==> src/rtl/sn74ls594_sync_pkg.sv <==
// Shared definitions for the clock-synchronous 74LS594 model.
package sn74ls594_pkg;

  localparam int unsigned DEFAULT_WIDTH = 8;

  typedef logic [DEFAULT_WIDTH-1:0] stage_t;

endpackage

==> src/rtl/sn74ls594_sync_edge_rise_det.sv <==
// Rising-transition detector for a strobe that is oversampled by clk.
// The pulse is high for the one clk cycle where d is sampled high after low.
// An X/Z on d, or on the previous sample, never produces a pulse.
module edge_rise_det (
  input  logic clk,
  input  logic clear_n,
  input  logic d,
  output logic pulse
);

  logic d_q;

  // Previous-cycle sample. It tracks d during clears too, so no edge appears on release.
  always_ff @(posedge clk) begin
    d_q <= d;
  end

  // One-cycle pulse on a clean low-to-high transition, suppressed while cleared.
  always_comb begin
    pulse = clear_n && (d === 1'b1) && (d_q === 1'b0);
  end

endmodule

==> src/rtl/sn74ls594_sync.sv <==
// Clock-synchronous 74LS594: serial-in shift stage feeding a parallel storage stage.
// Optional macro INPUT_SYNC_EN adds 2-flop synchronizers on sck, rck, ser and rclr
// (+2 clk latency, synchronizer flops cleared by sclr).
module sn74ls594_sync
  import sn74ls594_pkg::*;
#(
  parameter int unsigned WIDTH = DEFAULT_WIDTH
) (
  input  logic             clk,
  input  logic             sclr,
  input  logic             sck,
  input  logic             rclr,
  input  logic             rck,
  input  logic             ser,
  output logic [WIDTH-1:0] q,
  output logic             qh
);

  logic sck_s;
  logic rck_s;
  logic ser_s;
  logic rclr_s;

`ifdef INPUT_SYNC_EN
  logic [1:0] sck_sync_q;
  logic [1:0] rck_sync_q;
  logic [1:0] ser_sync_q;
  logic [1:0] rclr_sync_q;

  // Two-stage synchronizers for the asynchronous glue-logic inputs.
  always_ff @(posedge clk) begin
    if (!sclr) begin
      sck_sync_q  <= '0;
      rck_sync_q  <= '0;
      ser_sync_q  <= '0;
      rclr_sync_q <= '0;
    end else begin
      sck_sync_q  <= {sck_sync_q[0], sck};
      rck_sync_q  <= {rck_sync_q[0], rck};
      ser_sync_q  <= {ser_sync_q[0], ser};
      rclr_sync_q <= {rclr_sync_q[0], rclr};
    end
  end

  assign sck_s  = sck_sync_q[1];
  assign rck_s  = rck_sync_q[1];
  assign ser_s  = ser_sync_q[1];
  assign rclr_s = rclr_sync_q[1];
`else
  assign sck_s  = sck;
  assign rck_s  = rck;
  assign ser_s  = ser;
  assign rclr_s = rclr;
`endif

  logic sck_rise;
  logic rck_rise;

  edge_rise_det u_sck_det (
    .clk     (clk),
    .clear_n (sclr),
    .d       (sck_s),
    .pulse   (sck_rise)
  );

  edge_rise_det u_rck_det (
    .clk     (clk),
    .clear_n (rclr_s),
    .d       (rck_s),
    .pulse   (rck_rise)
  );

  logic [WIDTH-1:0] sr_q;
  logic [WIDTH-1:0] sr_d;
  logic [WIDTH-1:0] q_q;
  logic [WIDTH-1:0] q_d;

  // Next-state for both stages; storage always captures the pre-shift value of sr_q.
  always_comb begin
    sr_d = sr_q;
    q_d  = q_q;
    if (sck_rise) begin
      sr_d = {sr_q[WIDTH-2:0], ser_s};
    end
    if (rck_rise) begin
      q_d = sr_q;
    end
  end

  // Shift stage, cleared by the block reset only.
  always_ff @(posedge clk) begin
    if (!sclr) begin
      sr_q <= '0;
    end else begin
      sr_q <= sr_d;
    end
  end

  // Storage stage, cleared by its own clear only (no value before first clear/store).
  always_ff @(posedge clk) begin
    if (!rclr_s) begin
      q_q <= '0;
    end else begin
      q_q <= q_d;
    end
  end

  assign q  = q_q;
  assign qh = sr_q[WIDTH-1];

endmodule

==> config.mk <==
export PLATFORM = sky130hd
export DESIGN_NAME = sn74ls594_sync
export DESIGN_NICKNAME = d
export VERILOG_FILES = /design/src/rtl/sn74ls594_sync_pkg.sv /design/src/rtl/sn74ls594_sync_edge_rise_det.sv /design/src/rtl/sn74ls594_sync.sv
export SDC_FILE = /design/constraint.sdc
export NUM_CORES = 1
export LEC_CHECK = 0
export CAP_MARGIN = 20
export CORE_MARGIN = 2
export CORE_UTILIZATION = 42
export DETAILED_ROUTE_END_ITERATION = 7
export PLACE_DENSITY = 0.71
export SLEW_MARGIN = 40
export SYNTH_ARGS = -nofsm -noshare
export SYNTH_HDL_FRONTEND = slang
export SYNTH_HIERARCHICAL = 1
export SYNTH_SLANG_ARGS = --single-unit
export TNS_END_PERCENT = 20
==> constraint.sdc <==
create_clock -name clk -period 0.9 [get_ports clk]
set_input_delay 0.18 -clock clk [delete_from_list [all_inputs] [get_ports clk]]
set_output_delay 0.18 -clock clk [all_outputs]
set_load 0.01 [all_outputs]
==> results by stage <==
Outcome:
- The run finished, with violations left.
- The checks that failed: setup timing.

Yosys:
- After synthesis, the most frequently instantiated cells are sky130_fd_sc_hd__dfxtp_1 (18), sky130_fd_sc_hd__mux2i_1 (16), sky130_fd_sc_hd__nor2b_1 (16).
- The mean area per synthesized cell is 12.2 um^2.
- After synthesis the cells add up to 661 um^2.
- The biggest area contributor in the post-synthesis netlist is sky130_fd_sc_hd__dfxtp_1.
- The cell count after synthesis is 54.
- Counting flops and latches in the post-synthesis netlist gives 18.
- The sequential area share after synthesis is 54.5%.
- Yosys printed 6 warnings.
- The most common cell in the synthesized netlist is sky130_fd_sc_hd__dfxtp_1.
- The number of synthesized flops with an enable pin is 0.
- Among all flip-flop cells after synthesis, the most frequent one is sky130_fd_sc_hd__dfxtp_1.
- By area the synthesized netlist is led by sky130_fd_sc_hd__dfxtp_1 (55%), sky130_fd_sc_hd__mux2i_1 (24%), sky130_fd_sc_hd__nor2b_1 (15%), sky130_fd_sc_hd__buf_6 (3.4%), sky130_fd_sc_hd__and3b_1 (2.7%).
- The area share of the largest cell type after synthesis is 54.5%.
- The fraction of registers with async set/reset is 0%.
- The distinct cell type count after synthesis is 5.
- The post-synth net total is 60.

Final layout:
- The number of antenna diodes in the final layout is 0.
- The sequential cell area in the final layout is 372 um^2.
- In the final layout, the multi-input gates occupy 280 um^2.
- The number of nets in the final layout is 87.
- The fraction of the core area covered by cells at the end of the flow is 62.6%.
- The fraction of layout cells with a size suffix above 1 is 41.8%.
- The finished cells cover 932 um^2.
- Relative to the synthesized area, the layout overhead comes to 41.1%.
- The filler cells instantiated in the layout total 126.
- The finished layout holds 95 standard cells, fillers aside.

STA:
- The final hold slack is 130 ps.
- The actual slew at the worst max-slew pin is 128 ps.
- Setup violations remaining at the end of the flow were counted as 25.
- Setup repair after global routing could not meet its margin everywhere.
- Dividing the final minimum period by the clock period gives 115%.
- The final-report hold violation count is 0.
- Across all setup checks in the final design, the least slack found is -132 ps.
- The final period demand of the worst path is 1030 ps.
- The maximum frequency from static timing analysis is 0.969 GHz.
- The remaining max-slew budget at the tightest pin is 91.2%.
- On the final layout, the worst clock skew is 0.630 ps.
- The count of final max-slew check failures was 0.

Clocking:
- The maximum root-to-sink buffer count is 2.
- The count of hold-fix buffers inserted at cts is 0.
- Buffers added to address setup during post-CTS repair amount to 0.
- The clock insertion delay at the later pin of the skew report is 290 ps.
- Clock tree synthesis selected as its root buffer the cell sky130_fd_sc_hd__clkbuf_4.
- The number of H-tree branching levels is 1.
- Counting the buffers created by CTS gives 3.
- Clock-pin slew was measured on the worst setup and hold paths at 100 ps.
- Counting every sink on the clock net gives 18.
- TritonCTS built the clock tree.

Drt:
- Once detail routing completed, the nets flagged for antenna violations numbered 0.
- In the routed layout, each cell is associated on average with a via count of 4.79.
- The post-detailed-route DRC marker count is 0.
- The post-detailed-routing wire length is 1080 um.
- The first detailed-routing pass took 2 iterations.
- The DRC marker count from the first detailed-route iteration is 1.
- Dividing the detail-routed wire length by the instance count gives 11.4 um.
- The detailed router placed 455 vias in this run.

Pwr:
- Summed over all nets, the switching power comes to 272 uW.
- The standby leakage power is 0.000364 uW.
- The maximum resistive drop on vdd is 0.858 mV.
- The share of total power dissipated in the clock network is 30.7%.
- In this run, flip-flops and latches consume 62.6% of the power.
- The internal portion of the total power is 1020 uW.
- Of the total power, combinational logic draws 6.8%.
- The design draws 1290 uW.
- In this run the power density over the cells is 1380 mW/mm^2.
- The net switching fraction of the power is 21.1%.

Worst setup path:
- STA puts the critical path data arrival time at 1220 ps.
- The worst register-to-register path begins at u_sck_det/d_q.
- The maximum fanout count along the critical path is 5.
- Tracing the worst setup path back leads to its startpoint at u_sck_det/d_q.
- The required time of the critical path is 1090 ps.
- By startpoint and endpoint, the worst setup path is classified as reg -> reg.
- The worst setup path is launched from a flop.
- For flop-to-flop paths, the worst setup slack is -130 ps.
- The worst setup path is captured at a flop.

Die:
- The core region is 0.00149 mm^2.
- The floorplan has 14 rows.
- The number of top-level pins is 15.
- The die covers 0.00191 mm^2.
- The overall die width is 43.7 um.
- The initial utilization of the core area, before any placement, comes to 44.4%.
- The die span in y is 43.7 um.

Place:
- Once placement finished, the instance area stood at 873 um^2.
- During placement, the flow inserted port buffers numbering 14.
- The weighted congestion at the end of routability-driven global placement is 0.650.
- The wire-length estimate of the detail-placed layout is 814 um.
- Once placement completed, the tool counted placed cells totaling 92.

Global routing:
- The number of antenna violations at the first check in global routing is 0.
- The via count of the first global-routing pass was 439.
- The leftover overflow at the end of global routing is 0.
- In the global route stage, overall resource usage came out at 13.4%.
- Entering global routing, the biggest net connects 10 pins.
- The first global-routing pass estimated 1860 um of wire.

Min path:
- The startpoint identified for the worst hold timing path is sck.
- In this run the worst hold path is classified as in -> reg.

Job:
- Max-cap violations in this run came to 0.
==> state kept, by name, summed over array words and instances, names as in the netlist <==
register and cells:
u_rck_det/d_q 1, q 8, u_sck_det/d_q 1, sr_q 8
==> metal layers <==
| layer | wire length, um | share of wire, % | global-route usage, % |
|---|---|---|---|
| met2 | 485 | 45 | 21.5 |
| met4 | 34 | 3.1 | 10.9 |
| met1 | 511 | 47 | 15.3 |
| met5 | 0 | 0 | 0 |
| met3 | 50 | 4.6 | 2.92 |
==> final cells by class <==
type	count	share of cell area, %
flip-flops and latches	18	39.9
well taps	16	2.15
multi-input cells	34	30.1
repair buffers	24	25.5
clock buffers	3	2.42
==> repair_timing <==
action / 4_1_cts / 5_1_grt
gates resized for setup: 63 / 0
endpoints found under the setup margin: 25 / 25
pin swaps: 2 / 0
==> power groups by stage <==
stage,Sequential [uW],Combinational [uW],Clock (uW)
after CTS,806,88.0,407
after global placement,824,84.8,0
after detailed placement,824,85.9,0
after global routing,806,93.2,427
final,805,87.3,395
after floorplan,823,42.8,0
==> stage by stage <==
step / setup TNS [ps] / setup WS [ps]
floorplan: -876 / -54.8
global placement: -8680 / -508
detailed placement: -8990 / -541
CTS: -2090 / -130
global route: -2910 / -191
finish: -1910 / -132
==> final timing paths <==
| path | end | cells past startpoint |
|---|---|---|
| setup / recovery | sr_q[3] | 4 |
| hold / removal | u_sck_det/d_q | 1 |
| setup reg to reg | sr_q[3] | 4 |
| hold reg to reg | q[2] | 2 |
==> worst max-delay path: stages, from the launching register on <==
cell and delay, ps:
sky130_fd_sc_hd__dfxtp_1 310, sky130_fd_sc_hd__and3b_2 250, sky130_fd_sc_hd__buf_6 130, sky130_fd_sc_hd__mux2i_1 190, sky130_fd_sc_hd__nor2b_1 60
==> placed cells by master, fill, tap and decap left out <==
master / instances
sky130_fd_sc_hd__dfxtp_1: 9
sky130_fd_sc_hd__buf_6: 13
sky130_fd_sc_hd__and3b_2: 2
sky130_fd_sc_hd__nor2b_1: 16
sky130_fd_sc_hd__dlygate4sd2_1: 3
sky130_fd_sc_hd__clkdlybuf4s50_1: 2
sky130_fd_sc_hd__mux2i_1: 16
sky130_fd_sc_hd__dfxtp_2: 9
sky130_fd_sc_hd__buf_4: 6
sky130_fd_sc_hd__clkbuf_4: 3
==> kinds of logic (layout without fill, tap and decap cells) <==
| group | count (synthesis) | after routing | share of synthesized area, % |
|---|---|---|---|
| buffers and inverters | 2 | 27 | 3.41 |
| DFF | 18 | 18 | 54.5 |
| and+or+nand+nor | 18 | 18 | 17.8 |
| muxes | 16 | 16 | 24.2 |
Note: power is estimated with default switching activity, not from simulation.
